**src/rtl/armaria_io_pkg.sv**
```systemverilog
// Shared constants for the board I/O path (switch capture and display driver).
package armaria_io_pkg;
    localparam int SW_WIDTH                = 16;
    localparam int DEBOUNCE_CYCLES_DEFAULT = 50000;
    localparam int DEBOUNCE_DEPTH          = 3;
    localparam int ARM_TICKS               = 3;
endpackage

```
**src/rtl/sw_debounce_bit.sv**
```systemverilog
// One switch input: synchroniser, tick-loaded sample history and the debounced bit.
// rise/fall pulse in the same cycle the stable bit is about to change.
module sw_debounce_bit
    import armaria_io_pkg::*;
#(
    parameter int SYNC_STAGES = 2
) (
    input  logic clock,
    input  logic reset,
    input  logic raw,
    input  logic tick,
    output logic stable,
    output logic rise,
    output logic fall
);

    logic [SYNC_STAGES-1:0]    sync;
    logic [DEBOUNCE_DEPTH-2:0] hist;
    logic                      sample;
    logic                      agree;
    logic                      change;

    assign sample = sync[SYNC_STAGES-1];
    // The incoming sample plus the older history entries form the full debounce window.
    assign agree  = (hist == {(DEBOUNCE_DEPTH-1){sample}});
    assign change = tick && agree && (sample != stable);
    assign rise   = change && sample;
    assign fall   = change && !sample;

    always_ff @(posedge clock or negedge reset) begin
        if (!reset) begin
            sync   <= '0;
            hist   <= '0;
            stable <= 1'b0;
        end else begin
            sync <= {sync[SYNC_STAGES-2:0], raw};
            if (tick) begin
                hist <= {hist[DEBOUNCE_DEPTH-3:0], sample};
                if (change) begin
                    stable <= sample;
                end
            end
        end
    end

endmodule

```
**src/rtl/sw_input_capture.sv**
```systemverilog
// Switch capture: shared debounce prescaler, power-up arming and sticky edge flags with ack clear.
// Define SW_FALLING_EDGE_EN to also flag 1->0 transitions of the stable word.
module sw_input_capture
    import armaria_io_pkg::*;
#(
    parameter int WIDTH           = SW_WIDTH,
    parameter int DEBOUNCE_CYCLES = DEBOUNCE_CYCLES_DEFAULT,
    parameter int SYNC_STAGES     = 2
) (
    input  logic             clock,
    input  logic             reset,
    input  logic [WIDTH-1:0] raw_sw,
    input  logic             ack,
    output logic [WIDTH-1:0] stable_sw,
    output logic [WIDTH-1:0] edge_flags,
    output logic             irq,
    output logic             tick
);

    localparam int CW = (DEBOUNCE_CYCLES > 1) ? $clog2(DEBOUNCE_CYCLES) : 1;
    localparam int AW = (ARM_TICKS > 1) ? $clog2(ARM_TICKS) : 1;
    localparam logic [CW-1:0] COUNT_LAST = CW'(DEBOUNCE_CYCLES - 1);
    localparam logic [AW-1:0] ARM_LAST   = AW'(ARM_TICKS - 1);
`ifdef SW_FALLING_EDGE_EN
    localparam logic FALL_EN = 1'b1;
`else
    localparam logic FALL_EN = 1'b0;
`endif

    logic [CW-1:0]    count;
    logic [AW-1:0]    arm_cnt;
    logic             armed;
    logic [WIDTH-1:0] rise_v;
    logic [WIDTH-1:0] fall_v;
    logic [WIDTH-1:0] flag_set;
    logic [WIDTH-1:0] flag_next;

    assign tick = (count == COUNT_LAST);

    always_ff @(posedge clock or negedge reset) begin
        if (!reset) begin
            count <= '0;
        end else if (tick) begin
            count <= '0;
        end else begin
            count <= count + 1'b1;
        end
    end

    // armed goes high on the ARM_TICKS-th tick; that tick's own updates are still unflagged.
    always_ff @(posedge clock or negedge reset) begin
        if (!reset) begin
            arm_cnt <= '0;
            armed   <= 1'b0;
        end else if (tick && !armed) begin
            if (arm_cnt == ARM_LAST) begin
                armed <= 1'b1;
            end else begin
                arm_cnt <= arm_cnt + 1'b1;
            end
        end
    end

    for (genvar i = 0; i < WIDTH; i++) begin : g_bit
        sw_debounce_bit #(
            .SYNC_STAGES(SYNC_STAGES)
        ) u_bit (
            .clock (clock),
            .reset (reset),
            .raw   (raw_sw[i]),
            .tick  (tick),
            .stable(stable_sw[i]),
            .rise  (rise_v[i]),
            .fall  (fall_v[i])
        );
    end

    always_comb begin
        flag_set = '0;
        if (armed) begin
            flag_set = rise_v | (FALL_EN ? fall_v : '0);
        end
        // New events override a same-cycle acknowledge.
        flag_next = (ack ? '0 : edge_flags) | flag_set;
    end

    always_ff @(posedge clock or negedge reset) begin
        if (!reset) begin
            edge_flags <= '0;
        end else begin
            edge_flags <= flag_next;
        end
    end

    assign irq = |edge_flags;

endmodule

```
**config.mk**
```make
export PLATFORM = sky130hd
export DESIGN_NAME = sw_input_capture
export DESIGN_NICKNAME = d
export VERILOG_FILES = /design/src/rtl/armaria_io_pkg.sv /design/src/rtl/sw_debounce_bit.sv /design/src/rtl/sw_input_capture.sv
export SDC_FILE = /design/constraint.sdc
export NUM_CORES = 1
export LEC_CHECK = 0
export CORE_MARGIN = 2
export CORE_UTILIZATION = 50
export DETAILED_ROUTE_END_ITERATION = 10
export PLACE_DENSITY = 0.8
export SETUP_SLACK_MARGIN = 0.1
export SLEW_MARGIN = 20
export SYNTH_ARGS = -nofsm -noshare
export SYNTH_HDL_FRONTEND = slang
export SYNTH_SLANG_ARGS = --single-unit
```
**constraint.sdc**
```tcl
create_clock -name clock -period 1.95 [get_ports clock]
set_input_delay 0.39 -clock clock [delete_from_list [all_inputs] [get_ports clock]]
set_output_delay 0.39 -clock clock [all_outputs]
set_load 0.005 [all_outputs]
```
==> results.yml, run 1 <==
outcome:
  status: "finished with violations"
  violations: "setup timing"
setup_path:
  arrival_ps: 1930
  worst-path-max-fanout: 2
  cp-end-kind: "output port"
  required_ps: 1560
  critPathLaunchType: "register"
  r2r_cells: 5
  critPathKind: "reg2out"
floorplanning:
  die_w_um: 101
  start_util: 0.513
  die_y_um: 101
  rows: 35
  num_io_pins: 53
  core-area_sq_mm: 0.00924
  dieArea_sq_mm: 0.0103
timing:
  rsz0062_at_grt: "yes"
  fmax_mhz: 432
  timing.final.ws_setup_ps: -366
  tightestPinTransition_ps: 458
  fin_worst_skew_ps: 10.1
  hold_violations: 0
  period_share: 1.19
  slew_headroom: 0.694
  setup_viol: 69
  fin_setup_tns_ps: -9420
  maxSlewViolCount: 0
  period_minus_slack_ps: 2320
synth:
  synth.top_cell.area_share: 0.607
  synthTopCellsByArea: "dfrtp_1, nand2_1, o31ai_4, nand4b_1, nand4_1"
  synth_nets: 447
  yosysUniqueCellTypes: 34
  synth_largest_area_cell: "dfrtp_1"
  seq_area_frac_synth: 0.607
  synth_area_per_cell_sq_um: 11.1
  synth_seq_cells: 115
  syn_inst: 426
  yosys_warnings: 0
  synth_area_sq_mm: 0.00474
cts:
  cts_buffer_depth: 2
  numCtsBuffers: 17
  htreeDepth: 4
  insertion_delay_ps: 540
  path_clk_slew_ps: 60
  cts_tree: "built"
  cts_root_buf: "clkbuf_8"
  cts.sinks: 115
route:
  dr_wl_met3_um: 940
  wl_met1_um: 5410
  drt_first_pass_iters: 5
  topRoutingLayerUsed: "met4"
  ant_nets: 0
  route.met2.wl_um: 7820
  wl_um: 14900
  vias_per_cell: 5.79
  dr.first_iter.drc_count: 331
  wire_per_inst_um: 21.7
  drc: 0
  vias: 3967
final_layout:
  mostFrequentLayoutCell: "dfrtp_1"
  synthToLayoutAreaGrowth_pct: 51.5
  insertedDiodeCount: 0
  nets: 564
  final_cells: 685
  drive_gt1_frac: 0.371
  mostFrequentLayoutCells: "dfrtp_1, nand2_1, buf_4"
grt:
  grt_max_degree: 46
  grt_overflow: 0
  antenna_found_initial: 0
  grt_pass1_wl_um: 20300
  grt_pass1_vias: 3876
  track_usage: 0.266
pwr:
  power_density_mw_per_mm2: 814
  vdd.ir_drop.worst_mv: 0.539
  p_leak_nw: 3.38
placement:
  routabilityCongestion: 0.846
  io_buffer_count: 52
  place_hpwl_um: 6400
  dp_cells: 612
min_path:
  hold_depth: 1
  min_path_type: "in2reg"
job:
  maxCapViolCount: 0
==> flip-flops by register name, summed over array words and instances (netlist names) <==
| signal | flops |
|---|---|
| g_bit.u_bit.stable | 16 |
| armed | 1 |
| g_bit.u_bit.sync | 32 |
| arm_cnt | 2 |
| g_bit.u_bit.hist | 32 |
| edge_flags | 16 |
| count | 16 |
==> cells by family after synthesis <==
logic type | Yosys count | share of synthesized area
muxes | 1 | 0.00211
adders and majority gates | 2 | 0.00528
and+or+nand+nor | 208 | 0.216
DFF | 115 | 0.607
buffers and inverters | 51 | 0.0599
AOI/OAI and AO/OA | 35 | 0.0842
xor gates and xnor gates | 14 | 0.0259
==> through the flow <==
| step | util | cell area, sq um | setup slack (ps) | hold slack [ps] | total power [mW] |
|---|---|---|---|---|---|
| after floorplan | - | 4760 | -85.8 | 94.4 | 2.49 |
| after global placement | 0.599 | 5530 | -275 | 332 | 2.58 |
| after detailed placement | 0.599 | 5530 | -335 | 335 | 2.59 |
| after CTS | 0.725 | 6700 | -421 | 300 | 5.80 |
| after global routing | 0.777 | 7180 | -422 | 287 | 6.00 |
| final | 0.777 | 7180 | -366 | 292 | 5.85 |
==> layer usage <==
layer,track usage,up-vias
li1,-,1707
met4,0.117,0
met1,0.312,1992
met2,0.461,210
met5,0,-
met3,0.0676,58
==> report_power, final <==
| group | internal, mW | switching [mW] |
|---|---|---|
| sequential | 2.42 | 0.0285 |
| combinational | 0.0428 | 0.0649 |
| clock | 2.11 | 1.17 |
| total | 4.58 | 1.27 |
==> synth_stat cells <==
library cell / instances
or4b_1: 1
o22ai_1: 16
buf_1: 1
xnor2_1: 5
and3_1: 2
nand4_1: 21
nand4b_1: 16
or4bb_1: 1
o31ai_2: 7
dfrtp_1: 115
and4_1: 1
clkbuf_1: 7
inv_1: 19
xor2_1: 9
buf_8: 1
a21oi_1: 1
and2_1: 2
nor4_2: 1
nor4_1: 5
a21o_1: 1
o31ai_4: 9
ha_1: 2
nand2_1: 115
or4_1: 3
nand3_1: 25
nor3_1: 2
nand4bb_1: 1
buf_6: 2
nor3_2: 1
o31ai_1: 1
mux2i_1: 1
nor2_1: 11
buf_2: 5
buf_4: 16
==> cell type report <==
class                           count  area (sq um)
Timing Repair Buffer              130          1410
Tap cell                          129           161
Clock buffer                       20           435
Clock inverter                     12           180
Multi-Input combinational cell    260          2030
Fill cell                         493          2060
Sequential cell                   115          2890
Inverter                           19          71.3
==> repair_timing <==
action | 4_1_cts | 5_1_grt
hold buffers | 1 | 0
cloned | 6 | 2
pin swaps | 13 | 50
endpoints found under the setup margin | 92 | 90
resized for setup | 87 | 95
buffers inserted | 17 | 18
hold endpoints to repair | 31 | 0
==> worst max-delay path: stages (launching register included) <==
cell	delay, ps
dfrtp_1	380
buf_4	140
inv_2	50
nand3_1	60
or4_4	480
nor3_2	150
buf_2	140
==> final timing paths <==
check / start / to / slack (ps)
worst max-delay path: count[12] / tick / -370
worst min-delay path: raw_sw[0] / g_bit[0].u_bit.sync[0] / 290
worst max register to register: count[12] / arm_cnt[1] / -240
worst min register to register: g_bit[7].u_bit.sync[0] / g_bit[7].u_bit.sync[1] / 350
max in group asynchronous: reset / edge_flags[0] / 970
min in group asynchronous: reset / g_bit[13].u_bit.stable / 350
(Power assumes the default switching activity.)
==> run 2, diff against run 1 <==
--- a/config.mk
+++ b/config.mk
@@ -9,6 +9,7 @@
 export CORE_UTILIZATION = 50
 export DETAILED_ROUTE_END_ITERATION = 10
 export PLACE_DENSITY = 0.8
+export REMOVE_ABC_BUFFERS = 1
 export SETUP_SLACK_MARGIN = 0.1
 export SLEW_MARGIN = 20
 export SYNTH_ARGS = -nofsm -noshare
==> run 2 against run 1 <==
  * Power shrank 6.3%
  * Cell area decreased by 3.0%
  * Clock power fell by 11%
  * Flip-flop and latch count stayed put
  * Critical path type unchanged
  * Critical endpoint unchanged
  * Non-clock buffer count decreased by 11
  * The flow still finishes with violations (setup timing)
  * Largest cell class unchanged
  * Critical path depth unchanged
  * Combinational power fell by 4%
  * Largest power group unchanged
  * Register-to-register slack worse by 90 ps
==> results.yml, run 2 (synthesized netlist as in run 1, its figures left out) <==
cts:
  cts_tree: "built"
  cts_buffer_depth: 2
  cts.sinks: 115
  path_clk_slew_ps: 60
  insertion_delay_ps: 510
  htreeDepth: 4
  numCtsBuffers: 17
  cts_root_buf: "clkbuf_8"
timing:
  fin_worst_skew_ps: 9.95
  setup_viol: 58
  hold_violations: 0
  fmax_mhz: 425
  maxSlewViolCount: 0
  whs_ps: 313
  rsz0062_at_grt: "yes"
  slew_headroom: 0.688
  timing.final.ws_setup_ps: -404
  period_share: 1.21
  tightestPinTransition_ps: 468
  period_minus_slack_ps: 2350
setup_path:
  cp_num_cells: 6
  critPathMaxStageDelay_ps: 500
  arrival_ps: 1960
  crit_family: "simple AND/OR/NAND/NOR gates"
  critPathLaunchType: "register"
  path_buf_inv: 2
  cp_slowest_cell: "or4_4"
  r2r_slack_ps: -330
  worstPathCellList: "buf_6 -> nor2_4 -> nand3_2 -> or4_4 -> nor3_4 -> buf_2"
  required_ps: 1560
  cp-end-kind: "output port"
  r2r_end: "g_bit[9].u_bit.stable"
  critPathKind: "reg2out"
  r2r-start: "count[13]"
  worst-path-max-fanout: 2
  r2r_cells: 6
grt:
  grt_max_degree: 52
  antenna_found_initial: 0
  grt_overflow: 0
  track_usage: 0.265
  grt_pass1_vias: 3945
  grt_pass1_wl_um: 20400
floorplanning:
  dieArea_sq_mm: 0.0103
  num_io_pins: 53
  rows: 35
  core-area_sq_mm: 0.00924
  die_w_um: 101
  die_y_um: 101
  start_util: 0.513
final_layout:
  synthToLayoutAreaGrowth_pct: 46.9
  drive_gt1_frac: 0.360
  reg_top3: "g_bit.u_bit.hist x32, g_bit.u_bit.sync x32"
  mostFrequentLayoutCells: "dfrtp_1, nand2_1, buf_4"
  nets: 553
  mostFrequentLayoutCell: "dfrtp_1"
  final_core_util: 0.754
  fillers: 539
  insertedDiodeCount: 0
route:
  wire_per_inst_um: 20.4
  vias: 3820
  drt_first_pass_iters: 6
  drc: 0
  wl_um: 13700
  vias_per_cell: 5.68
  dr.first_iter.drc_count: 247
  ant_nets: 0
outcome:
  violations: "setup timing"
  status: "finished with violations"
placement:
  routabilityCongestion: 0.790
  io_buffer_count: 52
  place_hpwl_um: 6410
  preCtsSetupSlack_ps: -403
min_path:
  min_path_type: "in2reg"
  hold_depth: 1
  whs_endpoint: "g_bit[8].u_bit.sync[0]"
  hp-start: "raw_sw[8]"
job:
  maxCapViolCount: 0
pwr:
  report.power.total_mw: 5.48
  p_leak_nw: 3.25
  vdd.ir_drop.worst_mv: 0.632
  power_density_mw_per_mm2: 786
-- run 2: cell count changes in the layout (fill, tap and decap cells not counted), sizes merged --
cell / previous run / this run
buf: 78 / 68
clkbuf: 22 / 28
clkdlybuf4s50: 33 / 38
dlymetal6s2s: 9 / 4
bufinv: 4 / 1
clkinv: 5 / 3
clkinvlp: 2 / 0
inv: 20 / 19
-- run 2: how the worst max path moves through the flow --
stage	endpoint	startpoint
floorplan	edge_flags[14]	count[10]
global placement	arm_cnt[1]	count[10]
detailed placement	arm_cnt[1]	count[10]
CTS	tick	count[11]
global route	tick	count[11]
finish	tick	count[11]
-- run 2: area by class of cell --
type,instances,area [sq um],share of cell area
sequential,115,2880,0.414
clock buffer,27,512,0.0735
inverter,19,71.3,0.0102
timing repair buffer,119,1260,0.181
clock inverter,4,45.0,0.00647
multi-input combinational,260,2030,0.292
tap,129,161,0.0232
-- run 2: metrics by stage --
| stage | cells | area [sq um] | setup TNS [ps] |
|---|---|---|---|
| global placement | 609 | 5520 | -7860 |
| CTS | 665 | 6640 | -7940 |
| global route | 673 | 6960 | -13500 |
| finish | 673 | 6960 | -11350 |
| detailed placement | 609 | 5520 | -11040 |
| floorplan | 394 | 4530 | -140910 |
-- run 2: timing repair --
action | in CTS | in global routing
setup endpoints to repair | 82 | 84
hold buffers | 1 | 0
setup buffers | 18 | 12
gates resized for setup | 84 | 81
hold endpoints to repair | 31 | 0
cloned | 7 | 1
pin swaps | 34 | 18
-- run 2: metal layers --
metal,vias to the layer above,GRT usage,wire length [um]
li1,1683,-,-
met5,-,0,0
met1,1931,0.319,5210
met3,42,0.0573,720
met4,0,0.117,385
met2,164,0.460,7420
-- run 2: power breakdown --
part           internal, mW  switching [mW]  total, mW
Combinational        0.0426          0.0610      0.104
Sequential             2.42          0.0263       2.45
Clock                  1.88            1.04       2.92
